<file path="src/rtl/conv_pkg.sv">
// Shared helpers for the conv_mac datapath: width/latency derivation, adder-tree sizing
// and the control state encoding.
package conv_pkg;

  typedef enum logic [1:0] {
    ST_IDLE = 2'd0,
    ST_LOAD = 2'd1,
    ST_RUN  = 2'd2
  } conv_state_t;

  function automatic int clog2(input int v);
    int r;
    r = 0;
    while ((1 << r) < v) r++;
    return r;
  endfunction

  // Number of operands left after lvl pairwise reduction levels.
  function automatic int tree_count(input int n, input int lvl);
    int m;
    m = n;
    for (int i = 0; i < lvl; i++) m = (m + 1) / 2;
    return m;
  endfunction

  function automatic int calc_ow(input int dw, input int ww, input int n);
    return dw + ww + clog2(n) + 1;
  endfunction

  function automatic int calc_lat(input int n);
    return clog2(n) + 2;
  endfunction

endpackage

</file>
<file path="src/rtl/conv_add_tree_stage.sv">
// conv_add_tree_stage: one registered reduction level of the conv_mac adder tree.
// Signed input pairs are summed one bit wider; an odd trailing input is sign-extended through.
module conv_add_tree_stage #(
  parameter int M = 25,
  parameter int W = 10
) (
  input  logic                          i_clk,
  input  logic                          i_rst,
  input  logic [M*W-1:0]                i_data,
  output logic [((M+1)/2)*(W+1)-1:0]    o_data
);

  localparam int OM = (M + 1) / 2;

  logic [OM*(W+1)-1:0] sum_c;

  for (genvar j = 0; j < OM; j++) begin : g_pair
    logic [W-1:0] a;
    assign a = i_data[2*j*W +: W];
    if (2*j + 1 < M) begin : g_add
      logic [W-1:0] b;
      assign b = i_data[(2*j+1)*W +: W];
      assign sum_c[j*(W+1) +: W+1] = {a[W-1], a} + {b[W-1], b};
    end else begin : g_pass
      assign sum_c[j*(W+1) +: W+1] = {a[W-1], a};
    end
  end

  always_ff @(posedge i_clk) begin
    if (i_rst) o_data <= '0;
    else       o_data <= sum_c;
  end

endmodule

</file>
<file path="src/rtl/conv_mac.sv">
// conv_mac: windowed multiply-accumulate with serially loaded weights and bias.
// Build option CONV_MAC_RELU_EN clamps negative results to zero in the final stage.
//
// state   | meaning
// IDLE    | after reset, no weights loaded, windows dropped
// LOAD    | accepting serial weight words, then the bias word
// RUN     | weights valid, every presented window accepted
module conv_mac
  import conv_pkg::*;
#(
  parameter int dataWidth    = 1,
  parameter int weightWidth  = 8,
  parameter int kernelWidth  = 5,
  parameter int kernelHeight = 5
) (
  input  logic                                                     i_clk,
  input  logic                                                     i_rst,
  input  logic [kernelWidth*kernelHeight*dataWidth-1:0]            i_window,
  input  logic                                                     i_window_valid,
  input  logic                                                     i_wt_start,
  input  logic [weightWidth-1:0]                                   i_wt_data,
  input  logic                                                     i_wt_valid,
  output logic                                                     o_wt_loaded,
  output logic                                                     o_drop,
  output logic [dataWidth+weightWidth+clog2(kernelWidth*kernelHeight):0] o_data,
  output logic                                                     o_data_valid
);

  localparam int N   = kernelWidth * kernelHeight;
  localparam int LVL = clog2(N);
  localparam int PW  = dataWidth + weightWidth + 1;
  localparam int OW  = calc_ow(dataWidth, weightWidth, N);
  localparam int LAT = calc_lat(N);
  localparam int CW  = clog2(N + 1);
  localparam logic [CW-1:0] CNT_BIAS = CW'(N);

  conv_state_t state_q, state_d;
  logic [CW-1:0] cnt_q, cnt_d;
  logic wr_en, accept, drop_d;
  logic signed [weightWidth-1:0] w_q [N];
  logic signed [weightWidth-1:0] bias_q;
  logic [LAT-2:0] vld_q;
  logic [N*PW-1:0] prod_q;
  logic [OW-1:0] tree_sum;
  logic signed [OW-1:0] sum_c;

  always_ff @(posedge i_clk) begin
    if (i_rst) begin
      state_q <= ST_IDLE;
      cnt_q   <= '0;
      o_drop  <= 1'b0;
    end else begin
      state_q <= state_d;
      cnt_q   <= cnt_d;
      o_drop  <= drop_d;
    end
  end

  // A start pulse overrides everything else in the same cycle, including a weight word.
  always_comb begin
    state_d = state_q;
    cnt_d   = cnt_q;
    drop_d  = o_drop;
    wr_en   = 1'b0;
    accept  = 1'b0;
    if (i_wt_start) begin
      state_d = ST_LOAD;
      cnt_d   = '0;
      drop_d  = 1'b0;
    end else begin
      if (i_window_valid) begin
        if (state_q == ST_RUN) accept = 1'b1;
        else                   drop_d = 1'b1;
      end
      if (state_q == ST_LOAD && i_wt_valid) begin
        wr_en = 1'b1;
        cnt_d = cnt_q + 1'b1;
        if (cnt_q == CNT_BIAS) state_d = ST_RUN;
      end
    end
  end

  assign o_wt_loaded = (state_q == ST_RUN);

  always_ff @(posedge i_clk) begin
    if (i_rst) begin
      for (int e = 0; e < N; e++) w_q[e] <= '0;
      bias_q <= '0;
    end else if (wr_en) begin
      if (cnt_q == CNT_BIAS) bias_q <= i_wt_data;
      else                   w_q[cnt_q] <= i_wt_data;
    end
  end

  function automatic logic signed [PW-1:0] mul(input logic [dataWidth-1:0] px,
                                               input logic signed [weightWidth-1:0] w);
    logic signed [PW-1:0] a, b;
    a = PW'({1'b0, px});
    b = PW'(w);
    return a * b;
  endfunction

  always_ff @(posedge i_clk) begin
    if (i_rst) prod_q <= '0;
    else begin
      for (int e = 0; e < N; e++)
        prod_q[e*PW +: PW] <= mul(i_window[e*dataWidth +: dataWidth], w_q[e]);
    end
  end

  always_ff @(posedge i_clk) begin
    if (i_rst || i_wt_start) vld_q <= '0;
    else                     vld_q <= {vld_q[LAT-3:0], accept};
  end

  for (genvar g = 0; g < LVL; g++) begin : g_lvl
    localparam int MI = tree_count(N, g);
    localparam int WI = PW + g;
    logic [MI*WI-1:0] din;
    logic [tree_count(N, g+1)*(WI+1)-1:0] dout;
    if (g == 0) begin : g_first
      assign din = prod_q;
    end else begin : g_next
      assign din = g_lvl[g-1].dout;
    end
    conv_add_tree_stage #(.M(MI), .W(WI)) u_stage (
      .i_clk  (i_clk),
      .i_rst  (i_rst),
      .i_data (din),
      .o_data (dout)
    );
  end

  assign tree_sum = g_lvl[LVL-1].dout;

  always_comb begin
    sum_c = $signed(tree_sum) + OW'(bias_q);
`ifdef CONV_MAC_RELU_EN
    if (sum_c[OW-1]) sum_c = '0;
`endif
  end

  // A flush in the same cycle discards the result about to emerge and keeps o_data as is.
  always_ff @(posedge i_clk) begin
    if (i_rst) begin
      o_data       <= '0;
      o_data_valid <= 1'b0;
    end else begin
      o_data_valid <= vld_q[LAT-2] && !i_wt_start;
      if (vld_q[LAT-2] && !i_wt_start) o_data <= sum_c;
    end
  end

endmodule
</file>
<file path="config.mk">
export PLATFORM = sky130hd
export DESIGN_NAME = conv_mac
export DESIGN_NICKNAME = d
export VERILOG_FILES = /design/src/rtl/conv_pkg.sv /design/src/rtl/conv_add_tree_stage.sv /design/src/rtl/conv_mac.sv
export SDC_FILE = /design/constraint.sdc
export NUM_CORES = 1
export LEC_CHECK = 0
export ABC_AREA = 1
export CAP_MARGIN = 20
export CORE_ASPECT_RATIO = 1.75
export CORE_MARGIN = 4
export CORE_UTILIZATION = 55
export DETAILED_ROUTE_END_ITERATION = 8
export GPL_TIMING_DRIVEN = 0
export PLACE_DENSITY = 0.84
export SYNTH_ARGS = -nofsm -noshare
export SYNTH_HDL_FRONTEND = slang
export SYNTH_SLANG_ARGS = --single-unit
</file>
<file path="constraint.sdc">
create_clock -name i_clk -period 2.62 [get_ports i_clk]
set_input_delay 0.262 -clock i_clk [delete_from_list [all_inputs] [get_ports i_clk]]
set_output_delay 0.262 -clock i_clk [all_outputs]
set_load 0.005 [all_outputs]
</file>
==> tab_implementation.tex <==
\begin{tabular}{lr}
\hline
Metric & Value \\
\hline
\multicolumn{2}{l}{\textbf{Run status}} \\
\quad Outcome & complete, but fails checks \\
\quad Violations in the final reports & setup timing \\
\multicolumn{2}{l}{\textbf{Detailed routing}} \\
\quad ANT nets after route & 0 \\
\quad Detailed-route DRC error count & 0 \\
\quad Violation count after the first detailed-route iteration & 1452 \\
\quad Final routed wire length divided by cell count & 16.5 µm \\
\quad Via count of the routed design & 26200 \\
\quad Wire length after detailed routing & 80500 µm \\
\quad First-pass DRT Iterations & 6 \\
\quad Via-to-Cell Ratio & 5.36 \\
\multicolumn{2}{l}{\textbf{Place}} \\
\quad HPWL reported at the end of detailed placement & 59200 µm \\
\quad GP Congestion & 0.918 \\
\quad Worst slack at placement & -0.546 ns \\
\quad Standard cell area after detailed placement & 34400 µm² \\
\quad Number of buffers added on ports & 29 \\
\quad Instance count after placement with tap cells included & 4735 \\
\multicolumn{2}{l}{\textbf{Synthesis}} \\
\quad Avg Inst Size Synth & 8.43 µm² \\
\quad Fraction of the mapped netlist area in compound gates & 11.0\% \\
\quad Synth Area in Simple Gates & 20.7\% \\
\quad Synthesis Warnings & 0 \\
\quad Synth Instances & 3924 \\
\quad Post-synthesis xor/xnor area fraction & 0.450\% \\
\quad Fraction of the yosys area taken by sequential cells & 51.3\% \\
\quad Post-synthesis share of cell area spent on full adders, half adders and majority gates & 11.2\% \\
\quad Combinational family with the most area after synthesis & simple AND/OR/NAND/NOR gates \\
\quad Post-synthesis register bit count & 748 \\
\quad Net Count, Synth & 4243 \\
\quad Multiplexer fraction of the synthesized cell area & 0\% \\
\quad Library cells used by synthesis & 34 \\
\quad Mapped Area & 33100 µm² \\
\multicolumn{2}{l}{\textbf{Clock tree}} \\
\quad Total clock buffers created by CTS & 67 \\
\quad Worst-Skew Late Latency & 0.62 ns \\
\quad Clk pin slew, worst setup/hold paths & 0.07 ns \\
\quad Buffer cell driving the clock tree root & clkbuf\_16 \\
\quad CTS tree & built \\
\quad Clock sink count & 748 \\
\quad CTS HTree Levels & 3 \\
\quad Clk buf depth & 3 \\
\multicolumn{2}{l}{\textbf{Global route}} \\
\quad Vias in the first global route & 25600 \\
\quad Largest net degree at the start of global routing & 18 \\
\quad Global-route wire length before repair & 126000 µm \\
\quad Number of antenna violations at the first check in global routing & 3 \\
\quad Overall global routing resource usage & 24.4\% \\
\quad Final global-route overflow total & 0 \\
\multicolumn{2}{l}{\textbf{Floorplan}} \\
\quad Number of top-level pins & 56 \\
\quad Placement Rows & 118 \\
\quad Die outline height & 332 µm \\
\quad Core area & 59400 µm² \\
\quad Initial core utilization & 55.7\% \\
\quad Die area & 64300 µm² \\
\quad Die width & 193 µm \\
\multicolumn{2}{l}{\textbf{Finish}} \\
\quad Share of the core filled with cells & 62.3\% \\
\quad Post-route cell area & 37000 µm² \\
\quad Share of post-route cells with drive strength above 1 & 3.66\% \\
\quad Post-route non-filler standard cell count & 4883 \\
\quad Synthesis-to-finish area growth & 11.8\% \\
\quad Number of nets in the layout & 4367 \\
\multicolumn{2}{l}{\textbf{Timing}} \\
\quad Unrepaired setup endpoints after global routing & true \\
\quad Headroom to the max-slew limit & 18.7\% \\
\quad Number of pins with negative max-slew slack in the final report & 0 \\
\quad Post-Route Setup TNS & -1.60 ns \\
\quad Min cycle time layout & 2.72 ns \\
\quad Smallest setup slack after layout & -0.101 ns \\
\quad \# setup viols final & 40 \\
\quad Max Clk Rate & 0.367 GHz \\
\quad Endpoints failing hold & 0 \\
\quad Post-route clock period utilization & 104\% \\
\quad Setup Skew & 0.0341 ns \\
\quad Slew at the pin closest to its max-slew limit & 1.22 ns \\
\multicolumn{2}{l}{\textbf{Power and ir drop}} \\
\quad P per Cell Area & 655 nW/µm² \\
\quad Combinational fraction of design power & 6.5\% \\
\quad Reported net switching power & 0.00571 W \\
\quad Part of the total power dissipated in sequential elements & 51.1\% \\
\quad Static Leakage & 16.8 nW \\
\quad Largest voltage drop on the vdd net & 0.000440 V \\
\quad Net Sw Frac & 23.6\% \\
\quad Int Pwr & 0.0185 W \\
\quad Clock power frac & 42.3\% \\
\multicolumn{2}{l}{\textbf{Run}} \\
\quad Max-cap check violation count & 0 \\
\multicolumn{2}{l}{\textbf{Worst setup path}} \\
\quad Class of the most critical setup path & flip-flop to flip-flop \\
\quad Crit Path Max Fanout & 9 \\
\quad Required time of the critical path & 2.90 ns \\
\quad Endpoint type of the worst setup path & flip-flop \\
\quad Type of element launching the critical path & flip-flop \\
\quad Critical Path AT & 3.00 ns \\
\multicolumn{2}{l}{\textbf{Worst hold path}} \\
\quad Kind of path behind the tightest hold check & input pin to flip-flop \\
\hline
\end{tabular}
[cell families (layout without fill, tap and decap cells)]
group	Yosys count	in the layout
and+or+nand+nor	1741	1741
DFF	748	748
AOI/OAI and AO/OA	665	665
buffers and inverters	472	649
adders and majority gates	281	281
xor gates and xnor gates	17	17
other	0	2
[cell type report]
| type | instances | area (µm²) |
|---|---|---|
| Clock inverter | 35 | 379 |
| Sequential cell | 748 | 17000 |
| Multi-Input combinational cell | 2704 | 14300 |
| Tap cell | 780 | 976 |
| Clock buffer | 87 | 1980 |
| Fill cell | 4730 | 22400 |
| Timing Repair Buffer | 55 | 554 |
| Inverter | 362 | 1360 |
| Buffer | 110 | 417 |
| Antenna cell | 2 | 5.00 |
[path summary, 6_finish.rpt]
check | cells after the start | to | from | slack [ns]
setup / recovery | 7 | w_q[18][4] | cnt_q[1] | -0.10
hold reg to reg | 2 | g_lvl[0].u_stage.o_data[132] | g_lvl[0].din[240] | 0.40
setup reg to reg | 7 | w_q[18][4] | cnt_q[1] | -0.10
hold / removal | 3 | g_lvl[0].din[165] | i_window[16] | 0.02
[cells in the final DEF, fill, tap and decap left out, types with 3 or more instances in the layout]
cell type and n:
clkdlybuf4s50_1 29, a31oi_1 13, a21boi_0 31, buf_2 3, nor2_1 775, o21ai_0 170
nand3b_1 3, o211ai_1 8, clkinv_1 9, buf_1 30, clkbuf_8 8, dfxtp_1 548
or2_2 7, clkinvlp_4 5, a21o_1 23, o21bai_1 13, xor2_1 15, clkinv_4 5
nand4_1 9, ha_1 256, fa_1 25, a21oi_1 367, nand3_1 150, bufinv_16 3
o21a_1 39, inv_1 352, nand2_2 13, clkinv_2 12, nor3_1 11, nand2_1 765
dlygate4sd3_1 23, clkbuf_1 82, clkbuf_16 74, edfxtp_1 200
[power groups by stage]
| stage | sequential [W] | combinational, W | clock (W) |
|---|---|---|---|
| after detailed placement | 0.0126 | 0.00151 | 0 |
| after floorplan | 0.0126 | 0.00104 | 0 |
| after global routing | 0.0124 | 0.00176 | 0.0108 |
| final | 0.0124 | 0.00159 | 0.0103 |
| after CTS | 0.0124 | 0.00157 | 0.0103 |
| after global placement | 0.0126 | 0.00148 | 0 |
[state kept, by name (all words and copies together) (netlist names)]
register and count:
bias_q 8, cnt_q 5, g_lvl.din 200, g_lvl.u_stage.o_data 310, o_data 15, o_data_valid 1
o_drop 1, state_q 2, vld_q 6, w_q 200
[routing by layer]
metal  track usage, %  wire [µm]  vias up
li1                 -          -    13100
met1             24.3      28000    12000
met2             46.2      42300      823
met3             3.92       4420      302
met4             16.1       5760        0
met5                0          0        -
[worst max-delay path: stages (launching register included)]
cell and delay (ns):
dfxtp_1 0.39, inv_1 0.10, ha_1 0.20, nand2_1 0.11, nand3_1 0.19, nor2_2 0.71, nand2_2 0.31, nand2_1 0.38
[cells in the mapped netlist]
library cell	count	area share, %
xor2_1	15	0.40
o221ai_1	1	0.026
nand3_1	150	2.3
and2_1	1	0.019
nand3_2	1	0.030
or2_2	7	0.13
a21o_1	23	0.52
fa_1	25	1.5
dfxtp_1	548	33
o211ai_1	8	0.18
inv_2	2	0.023
nor2_1	775	8.8
a31oi_1	13	0.25
buf_1	30	0.34
clkbuf_1	77	0.87
o21a_1	39	0.89
a21boi_0	31	0.70
a21oi_1	367	5.6
xnor2_1	2	0.053
nor3_2	1	0.030
inv_1	351	4.0
nor4_1	1	0.019
nor2_2	3	0.057
nand3b_1	3	0.068
nand2_2	12	0.23
buf_2	3	0.045
o21ai_0	170	2.6
nand4_1	9	0.17
ha_1	256	9.7
nor3_1	12	0.18
nand2_1	766	8.7
clkinv_1	9	0.10
edfxtp_1	200	18
o21bai_1	13	0.29
[metrics by stage]
stage	total power [W]	hold slack, ns
finish	0.0242	0.0247
CTS	0.0243	0.00195
global placement	0.0141	0.392
detailed placement	0.0142	0.394
floorplan	0.0136	0.388
global route	0.0250	0.0171
[repair_timing]
action | 4_1_cts | 5_1_grt
endpoints found under the hold margin | 161 | 0
resized for setup | 1 | 2
buffers inserted | 0 | 0
hold buffers | 23 | 0
setup endpoints to repair | 72 | 116
No activity file was read; power rests on OpenSTA's default activity.
